### config.mk
export PLATFORM = sky130hd
export DESIGN_NAME = branch_resolve_unit
export DESIGN_NICKNAME = d
export VERILOG_FILES = /design/src/rtl/branch_pkg.sv /design/src/rtl/branch_resolve_unit_ras_stack.sv /design/src/rtl/branch_resolve_unit.sv
export SDC_FILE = /design/constraint.sdc
export NUM_CORES = 1
export LEC_CHECK = 0
export BUFFER_PORTS_ARGS = -buffer_cell sky130_fd_sc_hd__clkbuf_2
export CAP_MARGIN = 20
export CORE_MARGIN = 1.5
export CORE_UTILIZATION = 35
export DETAILED_ROUTE_END_ITERATION = 8
export GPL_TIMING_DRIVEN = 0
export HOLD_SLACK_MARGIN = 0.02
export PLACE_DENSITY = 0.58
export SYNTH_ARGS = -nofsm -noshare
export SYNTH_HDL_FRONTEND = slang
export SYNTH_SLANG_ARGS = --single-unit
### constraint.sdc
create_clock -name clk -period 2.45 [get_ports clk]
set_input_delay 0.49 -clock clk [delete_from_list [all_inputs] [get_ports clk]]
set_output_delay 0.49 -clock clk [all_outputs]
set_load 0.1 [all_outputs]
### src/rtl/branch_pkg.sv
// Shared variant codes and FSM encoding for the branch resolve unit and decode.
package branch_pkg;

    localparam logic [3:0] VAR_J   = 4'b1000;
    localparam logic [3:0] VAR_JR  = 4'b1001;
    localparam logic [3:0] VAR_BEQ = 4'b1010;
    localparam logic [3:0] VAR_JAL = 4'b1011;
    localparam logic [3:0] VAR_BNE = 4'b1100;
    localparam logic [3:0] VAR_BLT = 4'b1101;
    localparam logic [3:0] VAR_RET = 4'b1110;

    typedef enum logic {
        RUN    = 1'b0,
        SHADOW = 1'b1
    } brs_state_e;

endpackage

### src/rtl/branch_resolve_unit_ras_stack.sv
// Circular return-address stack: a push when full overwrites the oldest entry,
// and a pop when empty is ignored.
module ras_stack #(
    parameter int WIDTH     = 16,
    parameter int RAS_DEPTH = 4
) (
    input  logic                         clk,
    input  logic                         reset,
    input  logic                         push,
    input  logic                         pop,
    input  logic [WIDTH-1:0]             push_data,
    output logic [WIDTH-1:0]             top,
    output logic [$clog2(RAS_DEPTH):0]   count
);

    localparam int PW = $clog2(RAS_DEPTH);
    localparam int CW = PW + 1;

    logic [WIDTH-1:0] mem_q [RAS_DEPTH];
    logic [WIDTH-1:0] mem_d [RAS_DEPTH];
    logic [PW-1:0]    ptr_q, ptr_d;
    logic [CW-1:0]    count_q, count_d;
    logic [PW-1:0]    top_idx;

    // ptr points at the next free slot, so the top lives one below it.
    assign top_idx = ptr_q - PW'(1);
    assign top     = mem_q[top_idx];
    assign count   = count_q;

    always_comb begin
        mem_d   = mem_q;
        ptr_d   = ptr_q;
        count_d = count_q;
        if (push) begin
            mem_d[ptr_q] = push_data;
            ptr_d        = ptr_q + PW'(1);
            if (count_q != CW'(RAS_DEPTH)) begin
                count_d = count_q + CW'(1);
            end
        end else if (pop && (count_q != '0)) begin
            ptr_d   = ptr_q - PW'(1);
            count_d = count_q - CW'(1);
        end
    end

    always_ff @(posedge clk) begin
        if (reset) begin
            ptr_q   <= '0;
            count_q <= '0;
        end else begin
            ptr_q   <= ptr_d;
            count_q <= count_d;
        end
    end

    // Entry contents need no reset; only ptr/count decide what is valid.
    always_ff @(posedge clk) begin
        mem_q <= mem_d;
    end

endmodule

### src/rtl/branch_resolve_unit.sv
// Resolves jump/branch/call/return one cycle after issue, keeps a RAS for
// call/return pairs and squashes SHADOW_SLOTS cycles after each taken transfer.
module branch_resolve_unit
    import branch_pkg::*;
#(
    parameter int WIDTH        = 16,
    parameter int RAS_DEPTH    = 4,
    parameter int SHADOW_SLOTS = 1
) (
    input  logic                       clk,
    input  logic                       reset,
    input  logic                       in_valid,
    input  logic                       stall,
    input  logic [WIDTH-1:0]           pc_plus_two,
    input  logic [WIDTH-1:0]           reg_rs,
    input  logic [WIDTH-1:0]           reg_rt,
    input  logic [WIDTH-1:0]           imm,
    input  logic [3:0]                 branch_variant,
    output logic                       out_valid,
    output logic                       pc_src,
    output logic [WIDTH-1:0]           jump_address,
    output logic                       flush,
    output logic                       ra_write,
    output logic [WIDTH-1:0]           ra_write_value,
    output logic [$clog2(RAS_DEPTH):0] ras_count,
    output logic                       ras_underflow
);

    localparam int SW = $clog2(SHADOW_SLOTS + 1);

    brs_state_e        state_q, state_d;
    logic [SW-1:0]     shadow_cnt_q, shadow_cnt_d;
    logic              out_valid_q, out_valid_d;
    logic              pc_src_q, pc_src_d;
    logic [WIDTH-1:0]  jump_address_q, jump_address_d;
    logic              flush_q, flush_d;
    logic              ra_write_q, ra_write_d;
    logic [WIDTH-1:0]  ra_write_value_q, ra_write_value_d;
    logic              ras_underflow_q, ras_underflow_d;

    logic                       accept;
    logic                       taken;
    logic                       is_call;
    logic                       pop_req;
    logic                       underflow;
    logic [WIDTH-1:0]           target;
    logic [WIDTH-1:0]           branch_target;
    logic signed [WIDTH-1:0]    rs_s;
    logic signed [WIDTH-1:0]    rt_s;
    logic [WIDTH-1:0]           ras_top;
    logic [$clog2(RAS_DEPTH):0] ras_cnt;

    assign accept        = in_valid & ~stall & (state_q == RUN);
    assign branch_target = pc_plus_two + (imm << 1);
    assign rs_s          = reg_rs;
    assign rt_s          = reg_rt;

    always_comb begin
        taken     = 1'b0;
        is_call   = 1'b0;
        pop_req   = 1'b0;
        underflow = 1'b0;
        target    = branch_target;
        case (branch_variant)
            VAR_J:   begin taken = 1'b1; target = imm; end
            VAR_JR:  begin taken = 1'b1; target = reg_rs; end
            VAR_BEQ: taken = (reg_rs == reg_rt);
            VAR_BNE: taken = (reg_rs != reg_rt);
            VAR_BLT: taken = (rs_s < rt_s);
            VAR_JAL: begin taken = 1'b1; target = imm; is_call = 1'b1; end
            VAR_RET: begin
                taken = 1'b1;
                if (ras_cnt != '0) begin
                    pop_req = 1'b1;
                    target  = ras_top;
                end else begin
                    underflow = 1'b1;
                    target    = reg_rs;
                end
            end
            // Unknown codes resolve as a harmless fall-through.
            default: target = pc_plus_two;
        endcase
    end

    ras_stack #(
        .WIDTH     (WIDTH),
        .RAS_DEPTH (RAS_DEPTH)
    ) u_ras (
        .clk       (clk),
        .reset     (reset),
        .push      (accept & is_call),
        .pop       (accept & pop_req),
        .push_data (pc_plus_two),
        .top       (ras_top),
        .count     (ras_cnt)
    );

    always_comb begin
        out_valid_d      = accept;
        flush_d          = accept & taken;
        ra_write_d       = accept & is_call;
        ras_underflow_d  = accept & underflow;
        pc_src_d         = accept ? taken : pc_src_q;
        jump_address_d   = accept ? target : jump_address_q;
        ra_write_value_d = (accept & is_call) ? pc_plus_two : ra_write_value_q;

        state_d      = state_q;
        shadow_cnt_d = shadow_cnt_q;
        if (state_q == RUN) begin
            if (accept && taken) begin
                state_d      = SHADOW;
                shadow_cnt_d = SW'(SHADOW_SLOTS);
            end
        end else if (!stall) begin
            if (shadow_cnt_q == SW'(1)) begin
                state_d      = RUN;
                shadow_cnt_d = '0;
            end else begin
                shadow_cnt_d = shadow_cnt_q - SW'(1);
            end
        end
    end

    always_ff @(posedge clk) begin
        if (reset) begin
            state_q          <= RUN;
            shadow_cnt_q     <= '0;
            out_valid_q      <= 1'b0;
            pc_src_q         <= 1'b0;
            jump_address_q   <= '0;
            flush_q          <= 1'b0;
            ra_write_q       <= 1'b0;
            ra_write_value_q <= '0;
            ras_underflow_q  <= 1'b0;
        end else begin
            state_q          <= state_d;
            shadow_cnt_q     <= shadow_cnt_d;
            out_valid_q      <= out_valid_d;
            pc_src_q         <= pc_src_d;
            jump_address_q   <= jump_address_d;
            flush_q          <= flush_d;
            ra_write_q       <= ra_write_d;
            ra_write_value_q <= ra_write_value_d;
            ras_underflow_q  <= ras_underflow_d;
        end
    end

    assign out_valid      = out_valid_q;
    assign pc_src         = pc_src_q;
    assign jump_address   = jump_address_q;
    assign flush          = flush_q;
    assign ra_write       = ra_write_q;
    assign ra_write_value = ra_write_value_q;
    assign ras_count      = ras_cnt;
    assign ras_underflow  = ras_underflow_q;

endmodule

==> reports/results.ini <==
[power]
sw_frac_of_total = 0.285
power_w = 0.00414
comb_power_share = 0.173
power.leakage_nw = 2.64
clkPwrFrac = 0.353
powerDensity_nw_per_um2 = 608
switching_power_w = 0.00118
vdd_drop_max_mv = 0.334
intPower_w = 0.00296
power_frac_seq = 0.474

[clocking]
hold_buffers = 0
cts_tree = yes
cts_buffers = 9
h-tree-depth = 3
clk_latency_ps = 350
clk_pin_slew_worst_paths_ps = 80
clock-sinks = 108
clock_path_buffers = 2
cts_root_buf = clkbuf_16

[yosys]
yosys.cell_types.count = 62
ys_seq_area_frac = 0.496
async_reset_ff_frac = 0
synth_fp_nets = 608
yosysWarnings = 0
ys_top_cells_by_area = edfxtp_1, dfxtp_1, ha_1
netlist_area_um2 = 5650
synth-edff-count = 64
syn_area_per_cell_um2 = 11.3
yosys.area.top_type = edfxtp_1
synth_top_area_frac = 0.340
ys_ff_latch = 108
synth_ff_type = edfxtp_1
synthCells = 500

[route]
wl_per_cell_um = 19.7
drt_iter0_drc = 384
drt_pass1_iterations = 5
postRouteAntennaNets = 0
vias = 4510
via_per_inst = 5.36
wl_um = 16500
drc_errors = 0

[sta]
max-slew-margin-rel = 0.562
finalCritPeriodShare = 0.965
rsz0062_at_grt = no
final-hold-violation-count = 0
maxSlewViolCount = 0
setup_viol_count_final = 0
max_clock_freq_mhz = 423
worst_pin_slew_ps = 656
clock_skew_ps = 15.0
period_minus_slack_ps = 2360

[finish]
seq_area_um2 = 2800
area_delta_synth_final_pct = 20.5
final_cell_mix = clkbuf_2, edfxtp_1, nand2_1
n_antenna_cell = 0
nets = 728
fin_area_um2 = 6800
drive_gt1_frac = 0.283
multi_input_area_um2 = 2640
n_fill_cell = 1508
final_common_cell = clkbuf_2

[global_route]
grt_pass1_wl_um = 24600
grt_pass1_vias = 4365
grt.total_usage = 0.199
gr-total-overflow = 0
grt_max_degree = 18
antenna_found_initial = 0

[placement]
place_area_um2 = 6460
port-buffer-count = 108
place.gp.congestion = 0.848
dp_hpwl_um = 12500

[floorplan]
io_pins = 112
initial_utilization = 0.357
die_h_um = 130
die_x_um = 130
core-area_um2 = 15800
placementRows = 46
dieArea_um2 = 16900

[critical_path]
crit_type = input pin to flop
r2r_cells = 9
crit_required_ps = 2690
cp_max_fo = 8
cp-start-kind = input pin
critPathArrivalTime_ps = 2600
end_kind = flop

[hold_path]
whs_path_depth = 3
hold_class = input pin to flop

[run]
cap_viol_max_count = 0

[status]
outcome = finished, final reports clean

-- flip-flops by register name, summed over array words and instances (netlist names) --
| name | flops |
|---|---|
| state_q | 1 |
| u_ras.count | 3 |
| ra_write_value | 16 |
| out_valid | 1 |
| ra_write | 1 |
| u_ras.mem_q | 64 |
| ras_underflow | 1 |
| pc_src | 1 |
| shadow_cnt_q | 1 |
| flush | 1 |
| u_ras.ptr_q | 2 |
| jump_address | 16 |
-- kinds of logic after synthesis --
family	Yosys count	synth area share
fa+ha+maj	36	0.0824
buf+inv	45	0.0388
compound gates	138	0.163
simple gates	140	0.127
flops	108	0.496
xor+xnor	16	0.0262
mux	17	0.0656
-- layer usage --
layer	wire length, µm	global-route usage	up-vias
met5	0	0	-
met4	246	0.0562	0
met3	873	0.0291	18
met2	7870	0.333	154
met1	7550	0.271	2208
li1	-	-	2130
-- cell type report --
| cell class | count | share of cell area |
|---|---|---|
| Clock buffer | 9 | 0.0331 |
| Buffer | 22 | 0.0224 |
| Timing Repair Buffer | 110 | 0.0817 |
| Multi-Input combinational cell | 347 | 0.389 |
| Tap cell | 216 | 0.0397 |
| Sequential cell | 108 | 0.412 |
| Clock inverter | 7 | 0.00975 |
| Inverter | 22 | 0.0121 |
-- critical path, cell delays in order --
cell	delay, ps
clkbuf_2	180
ha_1	350
a211oi_1	310
o21ai_0	180
a221oi_1	440
o31ai_1	140
a21oi_1	230
xor2_1	190
o22ai_1	80
-- power by group through the flow --
| stage | logic [W] | clock network [W] | registers, W |
|---|---|---|---|
| finish | 0.000715 | 0.00146 | 0.00196 |
| CTS | 0.000711 | 0.00149 | 0.00196 |
| detailed placement | 0.000707 | 0 | 0.00200 |
| global route | 0.000772 | 0.00158 | 0.00196 |
| floorplan | 0.000316 | 0 | 0.00217 |
| global placement | 0.000697 | 0 | 0.00200 |
-- per-stage QoR --
| step | TNS (ps) | hold WS [ps] | setup slack, ps | util | std cells |
|---|---|---|---|---|---|
| 2_1_floorplan | 0 | 478 | 35.3 | - | 500 |
| 6_report | 0 | 410 | 86.4 | 0.430 | 841 |
| 4_1_cts | 0 | 395 | 15.7 | 0.429 | 842 |
| 3_3_place_gp | -3750 | 444 | -520 | 0.408 | 824 |
| 3_5_place_dp | -4790 | 451 | -562 | 0.408 | 824 |
| 5_1_grt | 0 | 412 | 0.557 | 0.430 | 841 |
-- synthesized netlist by cell type (all sizes together) (2+ instances only) --
cell type,count
xnor2,10
buf,13
and3,5
a221oi,16
edfxtp,64
dfxtp,44
a211oi,4
o211ai,5
o21a,2
mux4,16
and2b,2
nand3,6
nor2b,9
nand4,4
nor3,11
a21o,2
o31ai,3
a21oi,46
fa,2
xor2,6
nand3b,2
o21ai,28
a221o,10
a31oi,7
nand2b,5
and2,3
ha,34
a22oi,6
nor4,2
inv,22
a41oi,2
nand2,63
clkbuf,10
nor2,25
-- worst paths after layout --
check	from	endpoint	slack [ps]
worst min-delay path	reg_rs[1]	jump_address[1]	410
worst max-delay path	pc_plus_two[2]	jump_address[14]	90
worst max register to register	u_ras.ptr_q[0]	jump_address[5]	150
worst min register to register	ra_write_value[8]	ra_write_value[8]	460
-- timing repair --
action	in CTS	in global routing
setup endpoints to repair	17	6
buffers inserted	2	0
pin swaps	1	0
resized for setup	7	6
hold endpoints to repair	0	0
Power figures use the tool's default switching activity.
